<file path="src/rtl/shift_arb_pkg.sv">
// rtl/shift_arb_pkg.sv - shared types and helpers for shift_lane_arbiter
package shift_arb_pkg;

  typedef enum logic {
    ST_IDLE  = 1'b0,
    ST_GRANT = 1'b1
  } shift_arb_state_t;

  function automatic int idx_width(input int n);
    return (n < 2) ? 1 : $clog2(n);
  endfunction

endpackage

</file>
<file path="src/rtl/rr_priority_picker.sv">
// rtl/rr_priority_picker.sv - combinational round-robin picker, scans upward from last+1
module rr_priority_picker
  import shift_arb_pkg::*;
#(
  parameter int NUM_LANES = 4
) (
  input  logic [NUM_LANES-1:0]                   req_i,
  input  logic [idx_width(NUM_LANES)-1:0]        last_i,
  output logic [NUM_LANES-1:0]                   gnt_o,
  output logic [idx_width(NUM_LANES)-1:0]        idx_o,
  output logic                                   any_o
);

  localparam int IW = idx_width(NUM_LANES);

  logic [IW-1:0] cand;
  logic          found;

  always_comb begin
    gnt_o = '0;
    idx_o = '0;
    cand  = '0;
    found = 1'b0;
    // k = NUM_LANES wraps back to last itself, so it is the lowest priority
    for (int k = 1; k <= NUM_LANES; k++) begin
      cand = IW'((int'(last_i) + k) % NUM_LANES);
      if (!found && req_i[cand]) begin
        found       = 1'b1;
        idx_o       = cand;
        gnt_o[cand] = 1'b1;
      end
    end
  end

  assign any_o = |req_i;

endmodule

</file>
<file path="src/rtl/shift_lane_arbiter.sv">
// rtl/shift_lane_arbiter.sv - grants one serial lane per WIDTH-bit word to a shared viewer
// Optional watchdog abort enabled by defining SHIFT_ARB_TIMEOUT_EN.
module shift_lane_arbiter
  import shift_arb_pkg::*;
#(
  parameter int NUM_LANES = 4,
  parameter int WIDTH     = 32,
  parameter int TIMEOUT   = 64
) (
  input  logic                              clk,
  input  logic                              rst,
  input  logic [NUM_LANES-1:0]              req_i,
  input  logic [NUM_LANES-1:0]              data_i,
  input  logic [NUM_LANES-1:0]              data_val_i,
  output logic [NUM_LANES-1:0]              gnt_o,
  output logic [idx_width(NUM_LANES)-1:0]   gnt_idx_o,
  output logic                              data_o,
  output logic                              data_val_o,
  output logic                              word_done_o,
  output logic                              abort_o,
  output logic                              busy_o
);

  localparam int IW = idx_width(NUM_LANES);
  localparam int CW = $clog2(WIDTH + 1);

  if (NUM_LANES < 2 || NUM_LANES > 16 || WIDTH < 2 || TIMEOUT < 1) begin : g_bad_params
    $error("shift_lane_arbiter: illegal parameter value");
  end

  shift_arb_state_t       state_q, state_d;
  logic [IW-1:0]          last_q, last_d;
  logic [IW-1:0]          idx_q, idx_d;
  logic [NUM_LANES-1:0]   gnt_q, gnt_d;
  logic [CW-1:0]          cnt_q, cnt_d;
  logic                   data_q, data_d;
  logic                   dval_q, dval_d;
  logic                   done_q, done_d;

  logic [NUM_LANES-1:0]   pick_gnt;
  logic [IW-1:0]          pick_idx;
  logic                   pick_any;
  logic                   lane_vld;
  logic                   lane_bit;

`ifdef SHIFT_ARB_TIMEOUT_EN
  localparam int WW = $clog2(TIMEOUT + 1);
  logic [WW-1:0]          wd_q, wd_d;
  logic                   abort_q, abort_d;
`endif

  rr_priority_picker #(
    .NUM_LANES (NUM_LANES)
  ) u_picker (
    .req_i  (req_i),
    .last_i (last_q),
    .gnt_o  (pick_gnt),
    .idx_o  (pick_idx),
    .any_o  (pick_any)
  );

  assign lane_vld = data_val_i[idx_q];
  assign lane_bit = data_i[idx_q];

  always_comb begin
    state_d = state_q;
    last_d  = last_q;
    idx_d   = idx_q;
    gnt_d   = gnt_q;
    cnt_d   = cnt_q;
    data_d  = 1'b0;
    dval_d  = 1'b0;
    done_d  = 1'b0;
`ifdef SHIFT_ARB_TIMEOUT_EN
    wd_d    = wd_q;
    abort_d = 1'b0;
`endif
    case (state_q)
      ST_IDLE: begin
        if (pick_any) begin
          state_d = ST_GRANT;
          idx_d   = pick_idx;
          gnt_d   = pick_gnt;
          cnt_d   = '0;
`ifdef SHIFT_ARB_TIMEOUT_EN
          wd_d    = '0;
`endif
        end
      end
      ST_GRANT: begin
        data_d = lane_bit;
        dval_d = lane_vld;
        // a valid bit always takes precedence over a watchdog expiry
        if (lane_vld) begin
          cnt_d = cnt_q + 1'b1;
`ifdef SHIFT_ARB_TIMEOUT_EN
          wd_d  = '0;
`endif
          if (cnt_q == CW'(WIDTH - 1)) begin
            state_d = ST_IDLE;
            gnt_d   = '0;
            last_d  = idx_q;
            done_d  = 1'b1;
          end
        end
`ifdef SHIFT_ARB_TIMEOUT_EN
        else if (wd_q == WW'(TIMEOUT - 1)) begin
          state_d = ST_IDLE;
          gnt_d   = '0;
          last_d  = idx_q;
          abort_d = 1'b1;
        end else begin
          wd_d = wd_q + 1'b1;
        end
`endif
      end
      default: begin
        state_d = ST_IDLE;
        gnt_d   = '0;
      end
    endcase
  end

  always_ff @(posedge clk or posedge rst) begin
    if (rst) begin
      state_q <= ST_IDLE;
      last_q  <= IW'(NUM_LANES - 1);
      idx_q   <= '0;
      gnt_q   <= '0;
      cnt_q   <= '0;
      data_q  <= 1'b0;
      dval_q  <= 1'b0;
      done_q  <= 1'b0;
`ifdef SHIFT_ARB_TIMEOUT_EN
      wd_q    <= '0;
      abort_q <= 1'b0;
`endif
    end else begin
      state_q <= state_d;
      last_q  <= last_d;
      idx_q   <= idx_d;
      gnt_q   <= gnt_d;
      cnt_q   <= cnt_d;
      data_q  <= data_d;
      dval_q  <= dval_d;
      done_q  <= done_d;
`ifdef SHIFT_ARB_TIMEOUT_EN
      wd_q    <= wd_d;
      abort_q <= abort_d;
`endif
    end
  end

  assign gnt_o       = gnt_q;
  assign gnt_idx_o   = idx_q;
  assign data_o      = data_q;
  assign data_val_o  = dval_q;
  assign word_done_o = done_q;
  assign busy_o      = (state_q == ST_GRANT);
`ifdef SHIFT_ARB_TIMEOUT_EN
  assign abort_o     = abort_q;
`else
  assign abort_o     = 1'b0;
`endif

endmodule

</file>
<file path="config.mk">
export PLATFORM = sky130hd
export DESIGN_NAME = shift_lane_arbiter
export DESIGN_NICKNAME = d
export VERILOG_FILES = /design/src/rtl/shift_arb_pkg.sv /design/src/rtl/rr_priority_picker.sv /design/src/rtl/shift_lane_arbiter.sv
export SDC_FILE = /design/constraint.sdc
export NUM_CORES = 1
export LEC_CHECK = 0
export ABC_CLOCK_PERIOD_IN_PS = 3060
export CORE_ASPECT_RATIO = 1.75
export CORE_UTILIZATION = 30
export DETAILED_ROUTE_END_ITERATION = 8
export PLACE_DENSITY = 0.5
export SETUP_SLACK_MARGIN = 0.2
export SLEW_MARGIN = 5
export SYNTH_ARGS = -nofsm -noshare
export SYNTH_HDL_FRONTEND = slang
export SYNTH_SLANG_ARGS = --single-unit
</file>
<file path="constraint.sdc">
create_clock -name clk -period 3.06 [get_ports clk]
set_clock_uncertainty 0.2 [all_clocks]
set_input_delay 0.612 -clock clk [delete_from_list [all_inputs] [get_ports clk]]
set_output_delay 0.612 -clock clk [all_outputs]
set_load 0.01 [all_outputs]
</file>
==> summary.txt <==
Floorplanning
  – Core footprint: 3900 sq um
  – Site Rows: 30
  – Die Area: 4420 sq um
  – Die width: approximately 51 um
  – Die Height: between 80 and 90 um
  – Num ports: 25
  – Initial core utilization: 31.9%

Logic synthesis
  – Yosys cell types: 37
  – Post-Syn Nets: 150
  – FF+latch count, synth: 18
  – Synth Instances: between 100 and 150
  – Register area share after synthesis: between 30% and 40%
  – Mapped cell area: 1240 sq um
  – Asr flop ratio synth: 100%
  – EDFF count, synth: 0
  – Synth Flop Type: dfrtp_1
  – Synthesized area per cell: around 9.8 sq um
  – Synth Warn #: 0

Critical path
  – Worst setup path category: flip-flop to flip-flop
  – Crit. End Element: flip-flop
  – Worst Path Buf+Inv: 3
  – Worst path cell trace: inv_1 > ha_2 > inv_1 > a211oi_1 > buf_4 > o21a_1 > o21ai_0 > a211oi_1
  – Slowest CP cell: dfstp_2
  – Crit path depth: 8
  – Critical Path Source Type: flip-flop
  – Max FO, Critical Path: 9
  – Largest stage delay, worst path: 0.64 ns
  – Crit path max-delay family: compound AO/OA/AOI/OAI gates
  – Arr. time, crit path: 2.57 ns
  – Reg2reg path depth: 8
  – Worst Path Required: between 3 and 4 ns

Hold path
  – Worst Hold Class: flip-flop to flip-flop
  – Cell depth of the worst hold path: 1

Finish
  – Area grow syn2layout: 31.2%
  – Fill count: 398
  – Final nets: 183
  – Layout cell share with drive strength beyond 1: 19.0%
  – Ant. Diodes: 0

CTS
  – Worst-path clk slew: about 0.060 ns
  – Clock buffer depth: 2
  – Post-CTS Hold Buffers: 0
  – Clock Sinks: 18
  – CTS tree: built
  – Htree depth: 1
  – Root buffer cell: clkbuf_8
  – Clock Latency Late Sink: 0.25 ns
  – Num CTS Buffers: 3

Power
  – Clock group share of total power: 12.1%
  – Flop pwr share: about 33%
  – Peak supply drop: about 0.39 mV
  – Net Sw Frac: 40.4%
  – Cell internal pwr: between 0.7 and 0.8 mW
  – Total leakage power: between 0.6 and 0.7 nW
  – P_sw: 0.539 mW
  – Combinational cell fraction of total power: a little over half
  – Power per standard cell area: just over 800 nW/um^2

Route
  – Via count: 1094
  – DRC errors left: 0
  – Router iterations before antenna repair: 4
  – Initial drt markers: 36
  – Post-route ant nets: 0
  – Drt total wl: 3190 um
  – WL/cell: 15.5 um
  – Vias per inst: approximately 5.3

GRT
  – Vias in the first global route: 1153
  – Largest net degree at the start of global routing: 19
  – First-pass GRT wire length: 5380 um
  – Total gr overflow: 0
  – Antenna violations before repair: 0
  – GRT Resource Usage Total: 16.1%

Place
  – GPL Wtd Cong: 0.889
  – Place WS: 0.241 ns
  – Detailed Place HPWL: 2480 um
  – Port bufs: 23

Flow run
  – Max-cap violation count: 0

STA
  – Final hold violations: 0
  – Worst hold slack: 0.314 ns
  – Slew @ Worst Pin: slightly below 0.7 ns
  – Setup TNS Final: 0 ns
  – Period utilization: 85.6%
  – Max Fclk: between 300 and 400 MHz
  – Max Slew Vio Count: 0
  – Final setup fails: 0
  – RSZ-0062 raised after global routing: no
  – Final Worst Setup Slack: 0.441 ns
  – Final Critical Period: 2.62 ns
  – Normalized max-slew margin: between 50% and 60%

Run status
  – Status: finished, final reports clean
## final cells by class
type,instances,area [sq um],area share (%)
Sequential cell,18,453,27.8
Clock buffer,3,41.3,2.53
Timing Repair Buffer,33,305,18.7
Inverter,6,22.5,1.38
Tap cell,48,60.1,3.68
Multi-Input combinational cell,98,749,45.9
## state kept, by name, indices dropped and copies added, names as in the netlist
register	count
cnt_q	6
gnt_o	4
gnt_idx_o	2
last_q	2
busy_o	1
data_o	1
data_val_o	1
word_done_o	1
## cell usage in the layout, fill, tap and decap left out, types with 6 or more instances in the layout
cell / count
clkdlybuf4s50_1: 23
dfrtp_1: 16
nand2_1: 14
o21ai_0: 11
buf_4: 10
ha_1: 8
nor2_1: 6
## logic make-up after synthesis
family	count (synthesis)	share of synthesized area, %
XOR/XNOR	1	0.704
flip-flops	18	36.4
multiplexers	14	14.5
AND/OR/NAND/NOR	38	16.0
buffers and inverters	11	3.82
AO/OA/AOI/OAI	35	19.2
other	1	0.302
adder cells (fa/ha/maj)	9	9.05
## power groups by stage
stage / Combinational [mW] / Sequential, mW / Clock [mW]
after floorplan: 0.430 / 0.442 / 0
after global placement: 0.672 / 0.451 / 0
after detailed placement: 0.686 / 0.456 / 0
after CTS: 0.688 / 0.453 / 0.166
after global routing: 0.792 / 0.465 / 0.174
final: 0.728 / 0.445 / 0.162
## synthesized netlist by cell type (2+ instances only)
cell type / n / area (sq um)
a211oi_1: 3 / 22.5
a21oi_1: 3 / 15.0
a221o_1: 4 / 40.0
a31oi_1: 5 / 31.3
and2_1: 2 / 12.5
buf_2: 2 / 10.0
clkbuf_1: 2 / 7.51
dfrtp_1: 16 / 400
dfstp_2: 2 / 52.6
ha_1: 9 / 113
inv_1: 5 / 18.8
mux2_2: 6 / 67.6
mux2i_1: 5 / 50.1
nand2_1: 14 / 52.6
nand3_1: 5 / 25.0
nand4_1: 3 / 18.8
nor2_1: 6 / 22.5
nor2_2: 2 / 12.5
o2111ai_1: 4 / 35.0
o21a_1: 2 / 15.0
o21ai_0: 11 / 55.1
## through the flow
step                area (sq um)  instances  util [%]  power, mW
detailed placement          1550        199      39.8       1.14
global route                1630        206      41.8       1.43
finish                      1630        206      41.8       1.33
CTS                         1600        202      40.9       1.31
floorplan                   1240        127         -      0.872
global placement            1550        199      39.8       1.12
## layer usage
| layer | GRT usage, % | part of all wire [%] | vias to the layer above |
|---|---|---|---|
| met3 | 1.40 | 1.8 | 6 |
| li1 | - | - | 536 |
| met1 | 16.1 | 38 | 531 |
| met2 | 30.9 | 58 | 21 |
| met5 | 0 | 0 | - |
| met4 | 9.60 | 2.1 | 0 |
## final timing paths
path | startpoint | end | slack (ns)
worst max-delay path | last_q[0] | gnt_idx_o[1] | 0.44
worst min-delay path | gnt_o[1] | gnt_o[1] | 0.31
worst max register to register | last_q[0] | gnt_idx_o[1] | 0.44
worst min register to register | gnt_o[1] | gnt_o[1] | 0.31
max in group asynchronous | rst | gnt_idx_o[0] | 1.66
min in group asynchronous | rst | gnt_o[1] | 0.56
## timing repair
item	in CTS	in global routing
endpoints found under the hold margin	0	0
setup buffers	0	4
resized for setup	0	2
setup endpoints to repair	0	5
Note: power is estimated with default switching activity, not from simulation.
